<file path="src/rtl/ldc_pkg.sv">
// Shared types and constants for the LDC trig unit; LDC_SAT_EN selects clamping arithmetic.
// No timing of its own: states, coefficient generator and term limits only.
package ldc_pkg;

`ifdef LDC_SAT_EN
  localparam bit SAT_EN = 1'b1;
`else
  localparam bit SAT_EN = 1'b0;
`endif

  localparam int MAX_TERMS = 8;
  localparam int DEF_FRAC  = 11;
  localparam int ONE       = 1 << DEF_FRAC;

  typedef enum logic [2:0] {
    S_IDLE,
    S_SQR,
    S_ACC,
    S_COEF,
    S_POW,
    S_SCALE
  } state_t;

  // Ratio between successive Taylor terms, excluding the x^2 factor, rounded to nearest.
  function automatic int ldc_coef(input int frac, input int mode, input int k);
    int d;
    if (k < 1 || k >= MAX_TERMS) return 0;
    d = (mode == 0) ? (2 * k - 1) * (2 * k) : (2 * k) * (2 * k + 1);
    return -int'(((longint'(1) << frac) + longint'(d / 2)) / longint'(d));
  endfunction

endpackage

</file>
<file path="src/rtl/ldc_fx_mult.sv">
// Combinational sign-magnitude fixed-point multiply, truncating toward zero; clamps when LDC_SAT_EN.
// Zero latency, no handshake; sat flags a clamped result.
module ldc_fx_mult
  import ldc_pkg::*;
#(
  parameter int W    = 16,
  parameter int FRAC = 11
) (
  input  logic signed [W-1:0] a,
  input  logic signed [W-1:0] b,
  output logic signed [W-1:0] p,
  output logic                sat
);

  localparam logic [2*W-1:0] POS_LIM = (2*W)'((longint'(1) << (W - 1)) - 1);
  localparam logic [2*W-1:0] NEG_LIM = (2*W)'(longint'(1) << (W - 1));

  logic [W-1:0]   mag_a;
  logic [W-1:0]   mag_b;
  logic [2*W-1:0] prod;
  logic [2*W-1:0] mag;
  logic           neg;

  always_comb begin
    p     = '0;
    sat   = 1'b0;
    mag_a = a[W-1] ? (~a + 1'b1) : a;
    mag_b = b[W-1] ? (~b + 1'b1) : b;
    prod  = {{W{1'b0}}, mag_a} * {{W{1'b0}}, mag_b};
    mag   = prod >> FRAC;
    neg   = a[W-1] ^ b[W-1];
    if (SAT_EN && !neg && (mag > POS_LIM)) begin
      p   = {1'b0, {(W-1){1'b1}}};
      sat = 1'b1;
    end else if (SAT_EN && neg && (mag > NEG_LIM)) begin
      p   = {1'b1, {(W-1){1'b0}}};
      sat = 1'b1;
    end else begin
      p = neg ? -mag[W-1:0] : mag[W-1:0];
    end
  end

endmodule

</file>
<file path="src/rtl/ldc_trig_unit.sv">
// Iterative Taylor-series v*cos(x) / v*sin(x); LDC_SAT_EN enables clamping and the sat flag.
// done pulses 3*TERMS cycles after launch; start is ignored while busy.
module ldc_trig_unit
  import ldc_pkg::*;
#(
  parameter int W     = 16,
  parameter int FRAC  = DEF_FRAC,
  parameter int TERMS = 8
) (
  input  logic                clk,
  input  logic                rst,
  input  logic                start,
  input  logic                mode,
  input  logic signed [W-1:0] x,
  input  logic signed [W-1:0] v,
  output logic                busy,
  output logic                done,
  output logic signed [W-1:0] distance,
  output logic                sat
);

  localparam int KW = $clog2(MAX_TERMS);
  localparam logic [KW-1:0] K_LAST = KW'(TERMS - 1);
  // 1.0 rescaled from the default fraction width to FRAC.
  localparam logic signed [W-1:0] ONE_Q = W'((longint'(ONE) << FRAC) >> DEF_FRAC);
  localparam logic signed [W-1:0] MAX_Q = {1'b0, {(W-1){1'b1}}};
  localparam logic signed [W-1:0] MIN_Q = {1'b1, {(W-1){1'b0}}};

  logic signed [W-1:0] coef_tab [2][MAX_TERMS];

  for (genvar m = 0; m < 2; m++) begin : g_mode
    for (genvar k = 0; k < MAX_TERMS; k++) begin : g_term
      localparam int C = ldc_coef(FRAC, m, k);
      assign coef_tab[m][k] = W'(C);
    end
  end

  state_t              state_q, state_d;
  logic signed [W-1:0] x_q, x_d, v_q, v_d, x2_q, x2_d;
  logic signed [W-1:0] term_q, term_d, acc_q, acc_d, dist_q, dist_d;
  logic [KW-1:0]       k_q, k_d, k_nxt;
  logic                mode_q, mode_d, done_q, done_d, sat_q, sat_d;

  logic signed [W-1:0] mul_a, mul_b, mul_p;
  logic                mul_sat;
  logic signed [W:0]   sum_wide;
  logic signed [W-1:0] sum_val;
  logic                sum_sat;

  ldc_fx_mult #(.W(W), .FRAC(FRAC)) u_mult (
    .a   (mul_a),
    .b   (mul_b),
    .p   (mul_p),
    .sat (mul_sat)
  );

  always_comb begin
    state_d  = state_q;
    x_d      = x_q;
    v_d      = v_q;
    mode_d   = mode_q;
    x2_d     = x2_q;
    term_d   = term_q;
    acc_d    = acc_q;
    k_d      = k_q;
    dist_d   = dist_q;
    sat_d    = sat_q;
    done_d   = 1'b0;
    mul_a    = '0;
    mul_b    = '0;
    k_nxt    = k_q + 1'b1;
    sum_wide = {acc_q[W-1], acc_q} + {term_q[W-1], term_q};
    sum_sat  = 1'b0;
    sum_val  = sum_wide[W-1:0];
    if (SAT_EN && (sum_wide[W] != sum_wide[W-1])) begin
      sum_val = sum_wide[W] ? MIN_Q : MAX_Q;
      sum_sat = 1'b1;
    end

    unique case (state_q)
      S_IDLE: begin
        if (start) begin
          x_d     = x;
          v_d     = v;
          mode_d  = mode;
          state_d = S_SQR;
        end
      end
      S_SQR: begin
        mul_a   = x_q;
        mul_b   = x_q;
        x2_d    = mul_p;
        term_d  = mode_q ? x_q : ONE_Q;
        acc_d   = '0;
        k_d     = '0;
        sat_d   = mul_sat;
        state_d = S_ACC;
      end
      S_ACC: begin
        acc_d   = sum_val;
        sat_d   = sat_q | sum_sat;
        state_d = (k_q == K_LAST) ? S_SCALE : S_COEF;
      end
      S_COEF: begin
        mul_a   = term_q;
        mul_b   = coef_tab[mode_q][k_nxt];
        term_d  = mul_p;
        sat_d   = sat_q | mul_sat;
        state_d = S_POW;
      end
      S_POW: begin
        mul_a   = term_q;
        mul_b   = x2_q;
        term_d  = mul_p;
        k_d     = k_nxt;
        sat_d   = sat_q | mul_sat;
        state_d = S_ACC;
      end
      S_SCALE: begin
        mul_a   = v_q;
        mul_b   = acc_q;
        dist_d  = mul_p;
        sat_d   = sat_q | mul_sat;
        done_d  = 1'b1;
        state_d = S_IDLE;
      end
      default: state_d = S_IDLE;
    endcase
  end

  always_ff @(posedge clk) begin
    if (rst) begin
      state_q <= S_IDLE;
      x_q     <= '0;
      v_q     <= '0;
      mode_q  <= 1'b0;
      x2_q    <= '0;
      term_q  <= '0;
      acc_q   <= '0;
      k_q     <= '0;
      dist_q  <= '0;
      sat_q   <= 1'b0;
      done_q  <= 1'b0;
    end else begin
      state_q <= state_d;
      x_q     <= x_d;
      v_q     <= v_d;
      mode_q  <= mode_d;
      x2_q    <= x2_d;
      term_q  <= term_d;
      acc_q   <= acc_d;
      k_q     <= k_d;
      dist_q  <= dist_d;
      sat_q   <= sat_d;
      done_q  <= done_d;
    end
  end

  assign busy     = (state_q != S_IDLE);
  assign done     = done_q;
  assign distance = dist_q;
  assign sat      = sat_q;

endmodule

</file>
<file path="config.mk">
export PLATFORM = sky130hd
export DESIGN_NAME = ldc_trig_unit
export DESIGN_NICKNAME = d
export VERILOG_FILES = /design/src/rtl/ldc_pkg.sv /design/src/rtl/ldc_fx_mult.sv /design/src/rtl/ldc_trig_unit.sv
export SDC_FILE = /design/constraint.sdc
export NUM_CORES = 1
export LEC_CHECK = 0
export ABC_AREA = 0
export CAP_MARGIN = 10
export CORE_UTILIZATION = 43
export CTS_BUF_LIST = sky130_fd_sc_hd__clkbuf_2 sky130_fd_sc_hd__clkbuf_4 sky130_fd_sc_hd__clkbuf_8
export CTS_CLUSTER_DIAMETER = 80
export CTS_CLUSTER_SIZE = 8
export DETAILED_ROUTE_END_ITERATION = 16
export RECOVER_POWER = 25
export SLEW_MARGIN = 25
export SYNTH_ARGS = -nofsm -noshare
export SYNTH_HDL_FRONTEND = slang
export SYNTH_SLANG_ARGS = --single-unit
</file>
<file path="constraint.sdc">
create_clock -name clk -period 20.4 [get_ports clk]
set_input_delay 4.08 -clock clk [delete_from_list [all_inputs] [get_ports clk]]
set_output_delay 4.08 -clock clk [all_outputs]
set_load 0.05 [all_outputs]
</file>
==> results.tsv <==
stage	metric	value	unit
clock_network	buffer type at the clock tree root	clkbuf_8	
global_route	global-route wire length before repair	67900	um
logic_synthesis	synthesis warning total	0	
logic_synthesis	synthesized cell area	0.0145	mm^2
critical_path	critical path data arrival time	10.78	ns
timing	top achievable clock speed	0.0941	GHz
pwr	Int Pwr	0.335	mW
critical_path	Reg2Reg Setup Slack	9.77	ns
timing	clock period minus final worst setup slack	10.63	ns
finish	fraction of the core area covered by cells at the end of the flow	47.7	%
critical_path	crit start category	register	
placed_design	count of placed standard cells including taps	2189	
logic_synthesis	Mapped Cells	1750	
global_route	GRT Residual Overflow	0	
die	die width	185	um
timing	Hold Fails Final Rpt	0	
routing	met1 wire length	18400	um
timing	Post-Route Skew	0.0233	ns
clock_network	hold_buf cts	0	
global_route	vias in the first global route	12100	
timing	worst slew slack as a fraction of its limit	-83.8	%
pwr	Net Switching	0.242	mW
clock_network	buffer levels on the longest clock path	2	
finish	most common cell after layout, fill and taps aside	inv_1	
finish	sequential cell area	0.00208	mm^2
pwr	combinational share of power	36.6	%
logic_synthesis	Synth Flop Type	dfxtp_1	
timing	Setup TNS Final	0	ns
clock_network	clock transition at the registers of the reported paths	0.13	ns
placed_design	global placement routability congestion	0.939	
timing	Hold WS	0.463	ns
outcome	violated checks	capacitance limit, slew limit	
pwr	Pwr Total	0.576	mW
routing	overall via count from detail_route	12300	
pwr	peak supply drop	0.0000472	V
routing	First-pass DRT Iterations	5	
logic_synthesis	average cell area after synthesis	8.27	um^2
logic_synthesis	Unique masters post-synth	87	
finish	fraction of layout instances using a drive strength above 1	5.67	%
finish	layout filler cell count	3222	
finish	number of antenna cells inserted	0	
critical_path	Worst Path Class, Setup	register to register	
die	starting density of the core	44.1	%
worst_hold_path	Min-Delay Path Class	register to register	
die	Die Area	0.0344	mm^2
pwr	share of total power in the clock network	24.2	%
clock_network	TritonCTS clock tree	done	
critical_path	maximum fanout along the worst path	55	
clock_network	number of buffers inserted during clock tree synthesis	9	
placed_design	half-perimeter wire length after placement	34300	um
finish	nets	2081	
run	Max Cap Viol	2	
die	Die Y-Extent	185	um
timing	Slew @ Worst Pin	2.76	ns
finish	combined area of the multi-input logic cells	0.0111	mm^2
placed_design	setup slack at placement	9.97	ns
pwr	Pwr Density	36.9	mW/mm^2
global_route	aggregate global-route resource usage	26.1	%
critical_path	crit end category	register	
global_route	initial antenna violation count	1	
routing	routed length per instance	19.6	um
die	standard-cell rows	66	
pwr	fraction of power consumed by sequential logic	39.2	%
timing	least setup slack across all paths after layout	9.77	ns
logic_synthesis	number of enable-type register cells in the synthesized netlist	0	
die	number of placed I/O pins	55	
clock_network	clock net sink count	104	
routing	Iteration-0 DRC Markers	874	
routing	highest metal used	met5	
pwr	switching fraction of total power	41.9	%
finish	Post-Layout Inst Area	0.0156	mm^2
timing	unrepaired setup endpoints after global routing	false	
logic_synthesis	sequential-to-total area share from yosys stat	14.4	%
timing	share of the clock period used by the worst path after layout	52.1	%
clock_network	postcts setup bufs	0	
logic_synthesis	flip-flop and latch count after synthesis	104	
routing	vias per cell	5.56	
timing	number of setup violations in the final report	0	
die	standard cell core area	0.0328	mm^2
clock_network	# H-tree levels	3	
logic_synthesis	number of nets in the synthesized netlist	2073	
routing	WL final	43200	um
finish	growth of design area from synthesis to finish	8.05	%
routing	number of remaining DRC errors	0	
pwr	static leakage power	6.77	nW
critical_path	Max stage delay on crit path	0.88	ns
global_route	largest net degree at the start of global routing	63	
finish	highest-count cells in the layout ignoring fill and taps	inv_1, nand2_1, fa_1	
outcome	status	finished, violations left	
worst_hold_path	number of stages on the worst hold path	2	
placed_design	buffers added on ports	53	
clock_network	worst skew pair latency	0.40	ns
critical_path	crit-path most repeated cell	fa_1	
routing	antenna violation net count after detailed routing	0	
routing	met3 routed WL	2380	um
finish	number of standard cells in the layout, taps in and fillers out	2205	
routing	wire length on met2	20700	um
placed_design	post-detailed-placement cell area	0.0154	mm^2
timing	total count of max-transition violations in the final report	113	
critical_path	library cell contributing the largest single delay on the critical path	xnor2_1	
critical_path	required time of the critical path	20.55	ns
clock_network	Gates resized, CTS repair	0	
logic_synthesis	share of flip-flops with an asynchronous set or reset after synthesis	0	%
critical_path	worst reg-to-reg path cell count	31	
## Yosys cell counts, types with 6 or more instances
cell type | number | area [um^2]
o21bai_1 | 6 | 45.0
nand4b_1 | 12 | 105
a21o_1 | 20 | 150
mux2i_1 | 25 | 250
a211oi_1 | 55 | 413
nor2b_1 | 28 | 175
fa_1 | 186 | 3720
o21ai_0 | 23 | 115
nand2_1 | 230 | 863
nor2_1 | 173 | 649
buf_2 | 14 | 70.1
or4_1 | 7 | 52.6
and3_1 | 17 | 106
nor3_1 | 16 | 80.1
o221ai_1 | 8 | 70.1
xor2_1 | 27 | 236
nand2b_1 | 26 | 163
xnor2_1 | 53 | 464
inv_1 | 234 | 878
mux2_2 | 10 | 113
a22oi_1 | 22 | 165
dfxtp_1 | 104 | 2080
or2_2 | 8 | 50.1
a21oi_1 | 97 | 485
ha_1 | 101 | 1260
o221a_2 | 6 | 67.6
a31oi_1 | 7 | 43.8
and2_1 | 37 | 231
nand3_1 | 22 | 110
a311oi_1 | 6 | 52.6
clkbuf_1 | 63 | 236
## cell type report
class                   instances  area share (%)
clock inverters                 7           0.568
clock buffers                   9           0.792
multi-input cells            1323            71.2
well taps                     442            3.54
repair buffers                 86            4.91
flip-flops and latches        104            13.3
inverters                     234            5.62
## critical path, delay by kind of cell, from the launching register on
kind	cells	cell delay (ns)
fa+ha+maj	8	3.56
flops	1	0.74
xor+xnor	3	1.32
mux	2	0.77
buf+inv	5	0.82
compound gates	9	2.08
simple gates	4	1.05
## path summary, 6_finish.rpt
path | from | endpoint
setup reg to reg | state_q[2] | term_q[10]
setup / recovery | state_q[2] | term_q[10]
hold / removal | v_q[6] | v_q[6]
hold reg to reg | v_q[6] | v_q[6]
## sequential cells by signal, indices dropped and copies added (netlist names)
name	flops
acc_q	16
distance	16
done	1
k_q	3
mode_q	1
state_q	3
term_q	16
v_q	16
x2_q	16
x_q	16
## cell families (layout without fill, tap and decap cells)
group	count (synthesis)	count (layout)	synth area share [%]
simple gates	613	613	19.9
buf+inv	323	336	8.79
compound gates	303	303	14.6
fa+ha+maj	287	287	34.5
flops	104	104	14.4
xor+xnor	82	82	5.12
mux	37	37	2.77
other cells	1	1	0.0259
## metal layers
metal | track usage, % | vias up
met1 | 34.2 | 6035
met2 | 43.1 | 373
met3 | 3.52 | 86
li1 | - | 5756
met5 | 0 | -
met4 | 10.5 | 2
## power by group through the flow
stage	clock, mW	sequential, mW	combinational (mW)
after floorplan	0	0.224	0.142
final	0.139	0.226	0.211
after global placement	0	0.230	0.206
after detailed placement	0	0.230	0.208
after global routing	0.151	0.227	0.230
after CTS	0.143	0.226	0.209
No activity file was read; power rests on OpenSTA's default activity.
